File: config.mk
export PLATFORM = sky130hd
export DESIGN_NAME = sprite_renderer
export DESIGN_NICKNAME = d
export VERILOG_FILES = /design/src/rtl/sprite_renderer.sv
export SDC_FILE = /design/constraint.sdc
export NUM_CORES = 1
export LEC_CHECK = 0
export CORE_ASPECT_RATIO = 1.25
export CORE_MARGIN = 2
export CORE_UTILIZATION = 40
export DETAILED_ROUTE_END_ITERATION = 10
export MAX_ROUTING_LAYER = met4
export PLACE_DENSITY = 0.73
export SKIP_CTS_REPAIR_TIMING = 1
export SLEW_MARGIN = 40
export SYNTH_ARGS = -nofsm -noshare
export SYNTH_HDL_FRONTEND = slang
export SYNTH_SLANG_ARGS = --single-unit
File: constraint.sdc
create_clock -name clk -period 1.45 [get_ports clk]
set_input_delay 0.29 -clock clk [delete_from_list [all_inputs] [get_ports clk]]
set_output_delay 0.29 -clock clk [all_outputs]
set_load 0.1 [all_outputs]
File: src/rtl/sprite_renderer.sv
// Sprite pixel stage: beam position -> frame-LUT address, palette index -> registered RGB222.
// Optional macro SPRITE_BOUNCE_EN makes the sprite origin bounce around the visible area.
module sprite_renderer #(
    parameter int unsigned H_ACTIVE    = 640,
    parameter int unsigned V_ACTIVE    = 480,
    parameter int unsigned SPR_X0      = 256,
    parameter int unsigned SPR_Y0      = 176,
    parameter int unsigned SCALE_SHIFT = 2,
    parameter int unsigned NUM_FRAMES  = 4,
    parameter int unsigned FRAME_DIV   = 6,
    parameter logic [5:0]  BG_RGB      = 6'b000001
) (
    input  logic       clk,
    input  logic       rst,
    input  logic [9:0] hpos,
    input  logic [9:0] vpos,
    input  logic       display_on,
    input  logic       hsync_in,
    input  logic       vsync_in,
    output logic [4:0] lut_x,
    output logic [4:0] lut_y,
    output logic [1:0] frame_sel,
    input  logic [2:0] lut_pixel,
    output logic [5:0] rgb,
    output logic       hsync_out,
    output logic       vsync_out
);

    localparam int unsigned SPR_SIZE = 32 << SCALE_SHIFT;
    localparam logic [10:0] SIZE11   = 11'(SPR_SIZE);

    logic frame_end;
    assign frame_end = (hpos == '0) && (vpos == 10'(V_ACTIVE));

    logic [9:0] ox, oy;

`ifdef SPRITE_BOUNCE_EN
    localparam logic [10:0] X_MAX = 11'(H_ACTIVE - SPR_SIZE);
    localparam logic [10:0] Y_MAX = 11'(V_ACTIVE - SPR_SIZE);

    logic [9:0] ox_q, ox_d, oy_q, oy_d;
    logic       dirx_q, dirx_d, diry_q, diry_d;

    // An axis that would leave its legal range flips direction and holds for that frame.
    always_comb begin
        ox_d   = ox_q;
        oy_d   = oy_q;
        dirx_d = dirx_q;
        diry_d = diry_q;
        if (frame_end) begin
            if (dirx_q) begin
                if (({1'b0, ox_q} + 11'd1) > X_MAX) dirx_d = 1'b0;
                else                                ox_d   = ox_q + 10'd1;
            end else begin
                if (ox_q == '0) dirx_d = 1'b1;
                else            ox_d   = ox_q - 10'd1;
            end
            if (diry_q) begin
                if (({1'b0, oy_q} + 11'd1) > Y_MAX) diry_d = 1'b0;
                else                                oy_d   = oy_q + 10'd1;
            end else begin
                if (oy_q == '0) diry_d = 1'b1;
                else            oy_d   = oy_q - 10'd1;
            end
        end
    end

    always_ff @(posedge clk) begin
        if (rst) begin
            ox_q   <= 10'(SPR_X0);
            oy_q   <= 10'(SPR_Y0);
            dirx_q <= 1'b1;
            diry_q <= 1'b1;
        end else begin
            ox_q   <= ox_d;
            oy_q   <= oy_d;
            dirx_q <= dirx_d;
            diry_q <= diry_d;
        end
    end

    assign ox = ox_q;
    assign oy = oy_q;
`else
    assign ox = 10'(SPR_X0);
    assign oy = 10'(SPR_Y0);
`endif

    logic [5:0] div_q, div_d;
    logic [1:0] fsel_q, fsel_d;

    always_comb begin
        div_d  = div_q;
        fsel_d = fsel_q;
        if (frame_end) begin
            if (div_q == 6'(FRAME_DIV - 1)) begin
                div_d  = '0;
                fsel_d = (fsel_q == 2'(NUM_FRAMES - 1)) ? 2'd0 : fsel_q + 2'd1;
            end else begin
                div_d = div_q + 6'd1;
            end
        end
    end

    always_ff @(posedge clk) begin
        if (rst) begin
            div_q  <= '0;
            fsel_q <= '0;
        end else begin
            div_q  <= div_d;
            fsel_q <= fsel_d;
        end
    end

    logic [10:0] h11, v11, ox11, oy11, dx, dy;
    logic        in_spr_d;
    logic [4:0]  lx_d, ly_d;

    always_comb begin
        h11  = {1'b0, hpos};
        v11  = {1'b0, vpos};
        ox11 = {1'b0, ox};
        oy11 = {1'b0, oy};
        dx   = h11 - ox11;
        dy   = v11 - oy11;
        in_spr_d = display_on
                 && (h11 >= ox11) && (h11 < ox11 + SIZE11)
                 && (v11 >= oy11) && (v11 < oy11 + SIZE11);
        lx_d = in_spr_d ? 5'(dx >> SCALE_SHIFT) : '0;
        ly_d = in_spr_d ? 5'(dy >> SCALE_SHIFT) : '0;
    end

    logic [4:0] lx_q, ly_q;
    logic       in_spr1_q, disp1_q, hs1_q, vs1_q;

    always_ff @(posedge clk) begin
        if (rst) begin
            lx_q      <= '0;
            ly_q      <= '0;
            in_spr1_q <= 1'b0;
            disp1_q   <= 1'b0;
            hs1_q     <= 1'b0;
            vs1_q     <= 1'b0;
        end else begin
            lx_q      <= lx_d;
            ly_q      <= ly_d;
            in_spr1_q <= in_spr_d;
            disp1_q   <= display_on;
            hs1_q     <= hsync_in;
            vs1_q     <= vsync_in;
        end
    end

    function automatic logic [5:0] pal(input logic [2:0] idx);
        case (idx)
            3'd1:    pal = 6'b111111;
            3'd2:    pal = 6'b000000;
            3'd3:    pal = 6'b101010;
            3'd4:    pal = 6'b111001;
            3'd5:    pal = 6'b111000;
            3'd6:    pal = 6'b100100;
            3'd7:    pal = 6'b110110;
            default: pal = BG_RGB;
        endcase
    endfunction

    logic [5:0] rgb_q, rgb_d;
    logic       hs2_q, vs2_q;

    always_comb begin
        if (!disp1_q)                            rgb_d = '0;
        else if (!in_spr1_q || lut_pixel == '0)  rgb_d = BG_RGB;
        else                                     rgb_d = pal(lut_pixel);
    end

    always_ff @(posedge clk) begin
        if (rst) begin
            rgb_q <= '0;
            hs2_q <= 1'b0;
            vs2_q <= 1'b0;
        end else begin
            rgb_q <= rgb_d;
            hs2_q <= hs1_q;
            vs2_q <= vs1_q;
        end
    end

    assign lut_x     = lx_q;
    assign lut_y     = ly_q;
    assign frame_sel = fsel_q;
    assign rgb       = rgb_q;
    assign hsync_out = hs2_q;
    assign vsync_out = vs2_q;

endmodule

# == Yosys cells after proc, flatten, opt, wreduce, memory -nomap -nowiden ==
# Index checks and enable logic that the tools add are counted.
# word_totals
register_bits,30
elab_cells,49
output_inout_bits,20
# classes
muxes,4
order_cmp,4
eq_ne,10
bitwise,2
n_reduce_logical,13
add_sub_neg,4
# ops
cell,n
case mux 6 bit (7 select lines),1
"less-than comparator 10 x 9 -> 1 bit, second input constant",2
"equality test 3 bit, second input constant",4
"equality test 10 x 9 -> 1 bit, second input constant",1
">= comparator 10 x 8 -> 1 bit, second input constant",1
">= comparator 10 x 9 -> 1 bit, second input constant",1
zero test 10 bit,1
"subtractor 7 x 1 -> 7 bit, second input constant",1
"subtractor 7 x 6 -> 7 bit, second input constant",1
"adder 6 x 1 -> 6 bit, second input constant",1
"equality test 3 x 2 -> 1 bit, second input constant",2
"equality test 6 x 3 -> 1 bit, second input constant",1
two-way mux 6 bit,1
logical AND 1 bit,5
OR reduction 2 bit,2
"equality test 3 x 1 -> 1 bit, second input constant",1
zero test 3 bit,1
OR reduction 3 bit,1
"adder 2 x 1 -> 2 bit, second input constant",1
"equality test 2 bit, second input constant",1
two-way mux 2 bit,1
NOT 1 bit,2
AND reduction 2 bit,1
zero test 1 bit,1
other kinds (2),2

# == Longest topological paths before layout ==
# logic_depth
word_depth,7
mapped_depth,6
ltp_nobuf,6

# == Worst setup path after synthesis ==
# OpenSTA, ideal clock, no wires.
# synth_path
kind,register to register
from,"reg fsel_q[0], in the netlist frame_sel[0]"
to,"reg fsel_q[0], in the netlist frame_sel[0]"
stages_incl_launch_ff,4
t_arrival_ns,1.580
setup_time_ns,0.123
slack_ns,-0.253
required_time_ns,1.327
path_cell_list,dfxtp_1 > ha_1 > nor3_1 > mux2_1
# synth_via
elab_chain_len,2
# synth_lines
item,line_no,source
"start, declared",90,"logic [1:0] fsel_q, fsel_d;"
"start signal, assigned",111,fsel_q <= fsel_d;
adder 2 x 1 -> 2 bit / equality test 2 bit (equally long branches),98,fsel_d = (fsel_q == 2'(NUM_FRAMES - 1)) ? 2'd0 : fsel_q + 2'd1;
two-way mux 2 bit *,98,
# Every way passes the cells marked *; elsewhere a longest branch is shown, timed or not.
# A chain may end at the register's enable or synchronous reset.

# == Final worst setup path ==
# layout_path
from,reg div_q[1]
to,"reg fsel_q[0], in the netlist frame_sel[0]"
# layout_via
elab_chain_len,2
# layout_lines
item,line_no,source
"start, declared",89,"logic [5:0] div_q, div_d;"
"start signal, assigned",110,div_q <= div_d;
equality test 6 x 3 -> 1 bit,96,if (div_q == 6'(FRAME_DIV - 1)) begin
AND reduction 2 bit (no line),n/a,
# No other way between the ends.

==> results.md <==
* Flip-flop and latch area at 606 µm²
* Final std cells w/o fill at 232
* RSZ-0062 raised after global routing: yes
* Mux cell area share after synthesis at 5.68%
* Reg clk slew, reported paths at 0.07 ns
* Async SR Flop Fraction at 0%
* FP Rows at 23
* PwrDens at 726 nW/µm²
* Slew Limit Fails at 0
* Seq pwr share at 47.2%
* Outcome: finished, violations left
* Complex-gate fraction of the synthesized area at 4.00%
* Sequential-to-total area share from yosys stat at 44.7%
* Leading area contributor after synthesis: dfxtp_1
* ANT cells at 0
* Clock share of power at 39.2%
* Adder-Cell Fraction of Synth Area at 5.59%
* Clock Path Buffers at 2
* Clock sinks at 30
* WL final at 3520 µm
* Cell Area, Synth at 1340 µm²
* Syn_area_per_cell at 10.8 µm²
* Post-synthesis cell count at 125
* CTS buffer count at 5
* IO buf count at 47
* Register bit count reported by yosys at 30
* Post-synth EDFFs at 0
* Yosys cell types at 33
* Htree depth at 2
* Worst Slack Setup Final at -0.0285 ns
* CP Launch Type: flop
* Crit. End Element: flop
* Largest net degree at the start of global routing at 13
* HPWL after DPL at 2700 µm
* Syn Nets at 159
* Final worst-path cycle share at 102%
* Synth Flop Type: dfxtp_1
* Layout Utilization at 75.8%
* Worst Path Required at 1.61 ns
* RePlAce Congestion at 0.791
* Sw power at 0.000433 W
* Vias in the first global route at 1,234
* Post-layout nets at 228
* DR vias/cell at 5.07
* Switch share at 24.4%
* GR Util All Layers at 18.9%
* Fin. Hold Viols at 0
* Yosys warning count at 0
* Core box area at 3220 µm²
* Clk Latency, worst-skew pair at 0.27 ns
* Synth-to-Final Area Change at 81.8%
* Antenna violations before repair at 0
* Hold/Removal Path Class: in2reg
* Die width at 55.8 µm
* Vert. Die Dim at 68.8 µm
* Pre-CTS WS at -0.587 ns
* Met2 Usage GRT at 36.3%
* Detailed-route via count at 1,177
* DRT iter0 DRCs at 29
* Main combinational cell family by area after synthesis: simple AND/OR/NAND/NOR gates
* Arrival time at the worst endpoint at 1.64 ns
* Failing checks: setup timing
* CTS tree: yes
* Kind of critical path: reg2reg
* Initial core utilization at 41.7%
* Finish-stage setup viols at 3
* Normalized max-slew margin at 73.8%
* Wirelength per Cell at 15.2 µm
* GR Overflow Total at 0
* Worst-Margin Slew at 0.389 ns
* Placed instance count at 223
* Post-Layout Inst Area at 2440 µm²
* Share of cells above drive strength 1 at 43.6%
* ANT nets after route at 0
* Minimum clock period at 1.48 ns
* Post-Synth Simple-Gate Area at 35.7%
* Dpl cell area at 2220 µm²
* Achievable clock frequency at 676 MHz
* Multi-input logic area at 803 µm²
* Most common cell in the netlist: dfxtp_1
* Synth cell count leaders: dfxtp_1, nor2_1, nor2b_1
* # IOs at 48
* Clock Skews at 0.00616 ns
* Fill count at 201
* Post-synthesis xor/xnor area fraction at 1.30%
* Crit Path Max Fanout at 2
* DRC at 0
* Largest cells by area after synthesis: dfxtp_1, ha_1, nor3b_2
* CTS root buf: clkbuf_8
* Drt first pass iters at 4
* Die ar. at 3840 µm²
* Synth top area share at 44.7%
* Met3 Use GR at 5.22%
* Final Power at 0.00177 W
* Combinational share of power at 13.6%
* Internal at 0.00134 W
* Worst VDD drop at 0.746 mV
* Pleak at 1.14 nW
* GR peak layer: met2
* Max-cap check violation count at 0
* GR Layer Usage met1 at 17.1%
* First-pass GRT wire length at 5350 µm
==> worst max-delay path, stage by stage, from the launching register on <==
cell	delay, ns
dfxtp_2	0.32
inv_2	0.06
ha_4	0.11
nor2b_4	0.13
and3_4	0.20
nor3b_4	0.22
mux2_4	0.31
==> routing by layer <==
layer / part of all wire, % / vias up
met2: 58 / 43
li1: - / 568
met4: 2.2 / 0
met1: 34 / 556
met5: 0 / -
met3: 5.8 / 10
==> cell families after synthesis <==
logic type | Yosys count
multiplexers | 7
AO/OA/AOI/OAI | 9
adder cells (fa/ha/maj) | 6
XOR/XNOR | 2
AND/OR/NAND/NOR | 62
buffers and inverters | 9
flip-flops | 30
==> path summary, 6_finish.rpt <==
path / from / slack, ns / end / cells after the start
max: div_q[1]$_SDFFE_PP0P_ / -0.03 / frame_sel[0]$_SDFFE_PP0P_ / 6
min: hpos[4] / 0.37 / lut_x[2]$_SDFF_PP0_ / 2
max reg2reg: div_q[1]$_SDFFE_PP0P_ / -0.03 / frame_sel[0]$_SDFFE_PP0P_ / 6
min reg2reg: vs1_q$_SDFF_PP0_ / 0.44 / vsync_out$_SDFF_PP0_ / 1
==> flip-flops by register name, indices dropped and copies added, names as in the netlist <==
register	cells
div_q	6
rgb	6
lut_x	5
lut_y	5
frame_sel	2
disp1_q	1
hs1_q	1
hsync_out	1
in_spr1_q	1
vs1_q	1
vsync_out	1
==> power by group through the flow <==
stage	clock [W]	combinational (W)	sequential [W]
5_1_grt	0.000737	0.000257	0.000837
4_1_cts	0.000707	0.000233	0.000836
3_3_place_gp	0	0.000223	0.000855
3_5_place_dp	0	0.000232	0.000855
2_1_floorplan	0	0.0000617	0.000881
6_report	0.000695	0.000242	0.000836
==> layout make-up <==
cell class / count / share of cell area (%)
multi-input combinational: 86 / 32.9
clock inverter: 2 / 0.512
tap: 37 / 1.89
sequential: 30 / 24.8
inverter: 5 / 0.768
clock buffer: 6 / 3.38
timing repair buffer: 66 / 35.8
==> through the flow <==
step                hold WS (ns)  TNS (ns)
finish                     0.373   -0.0561
global route               0.367    -0.326
CTS                        0.446     -4.85
detailed placement         0.431    -10.25
global placement           0.419     -9.02
floorplan                  0.360         0
==> layout by cell type, fill, tap and decap left out, drive strengths merged <==
| master | Yosys | final |
|---|---|---|
| or3 | 1 | 1 |
| ha | 6 | 6 |
| clkinv | 0 | 1 |
| xor2 | 2 | 2 |
| mux2 | 5 | 5 |
| a31oi | 2 | 2 |
| a211o | 1 | 1 |
| clkdlybuf4s50 | 0 | 7 |
| o211ai | 1 | 1 |
| nand2b | 5 | 5 |
| nand3 | 4 | 4 |
| inv | 5 | 5 |
| o21ai | 2 | 2 |
| dlymetal6s2s | 0 | 20 |
| a21oi | 3 | 3 |
| nor3b | 8 | 8 |
| buf | 1 | 39 |
| nor2b | 11 | 11 |
| nor4 | 5 | 5 |
| nand4 | 1 | 1 |
| nor3 | 9 | 9 |
| and4 | 1 | 1 |
| clkinvlp | 0 | 1 |
| dfxtp | 30 | 30 |
| nor2 | 11 | 11 |
| and3 | 2 | 2 |
| mux2i | 2 | 2 |
| clkbuf | 3 | 6 |
| nand2 | 4 | 4 |
Power figures use the tool's default switching activity.
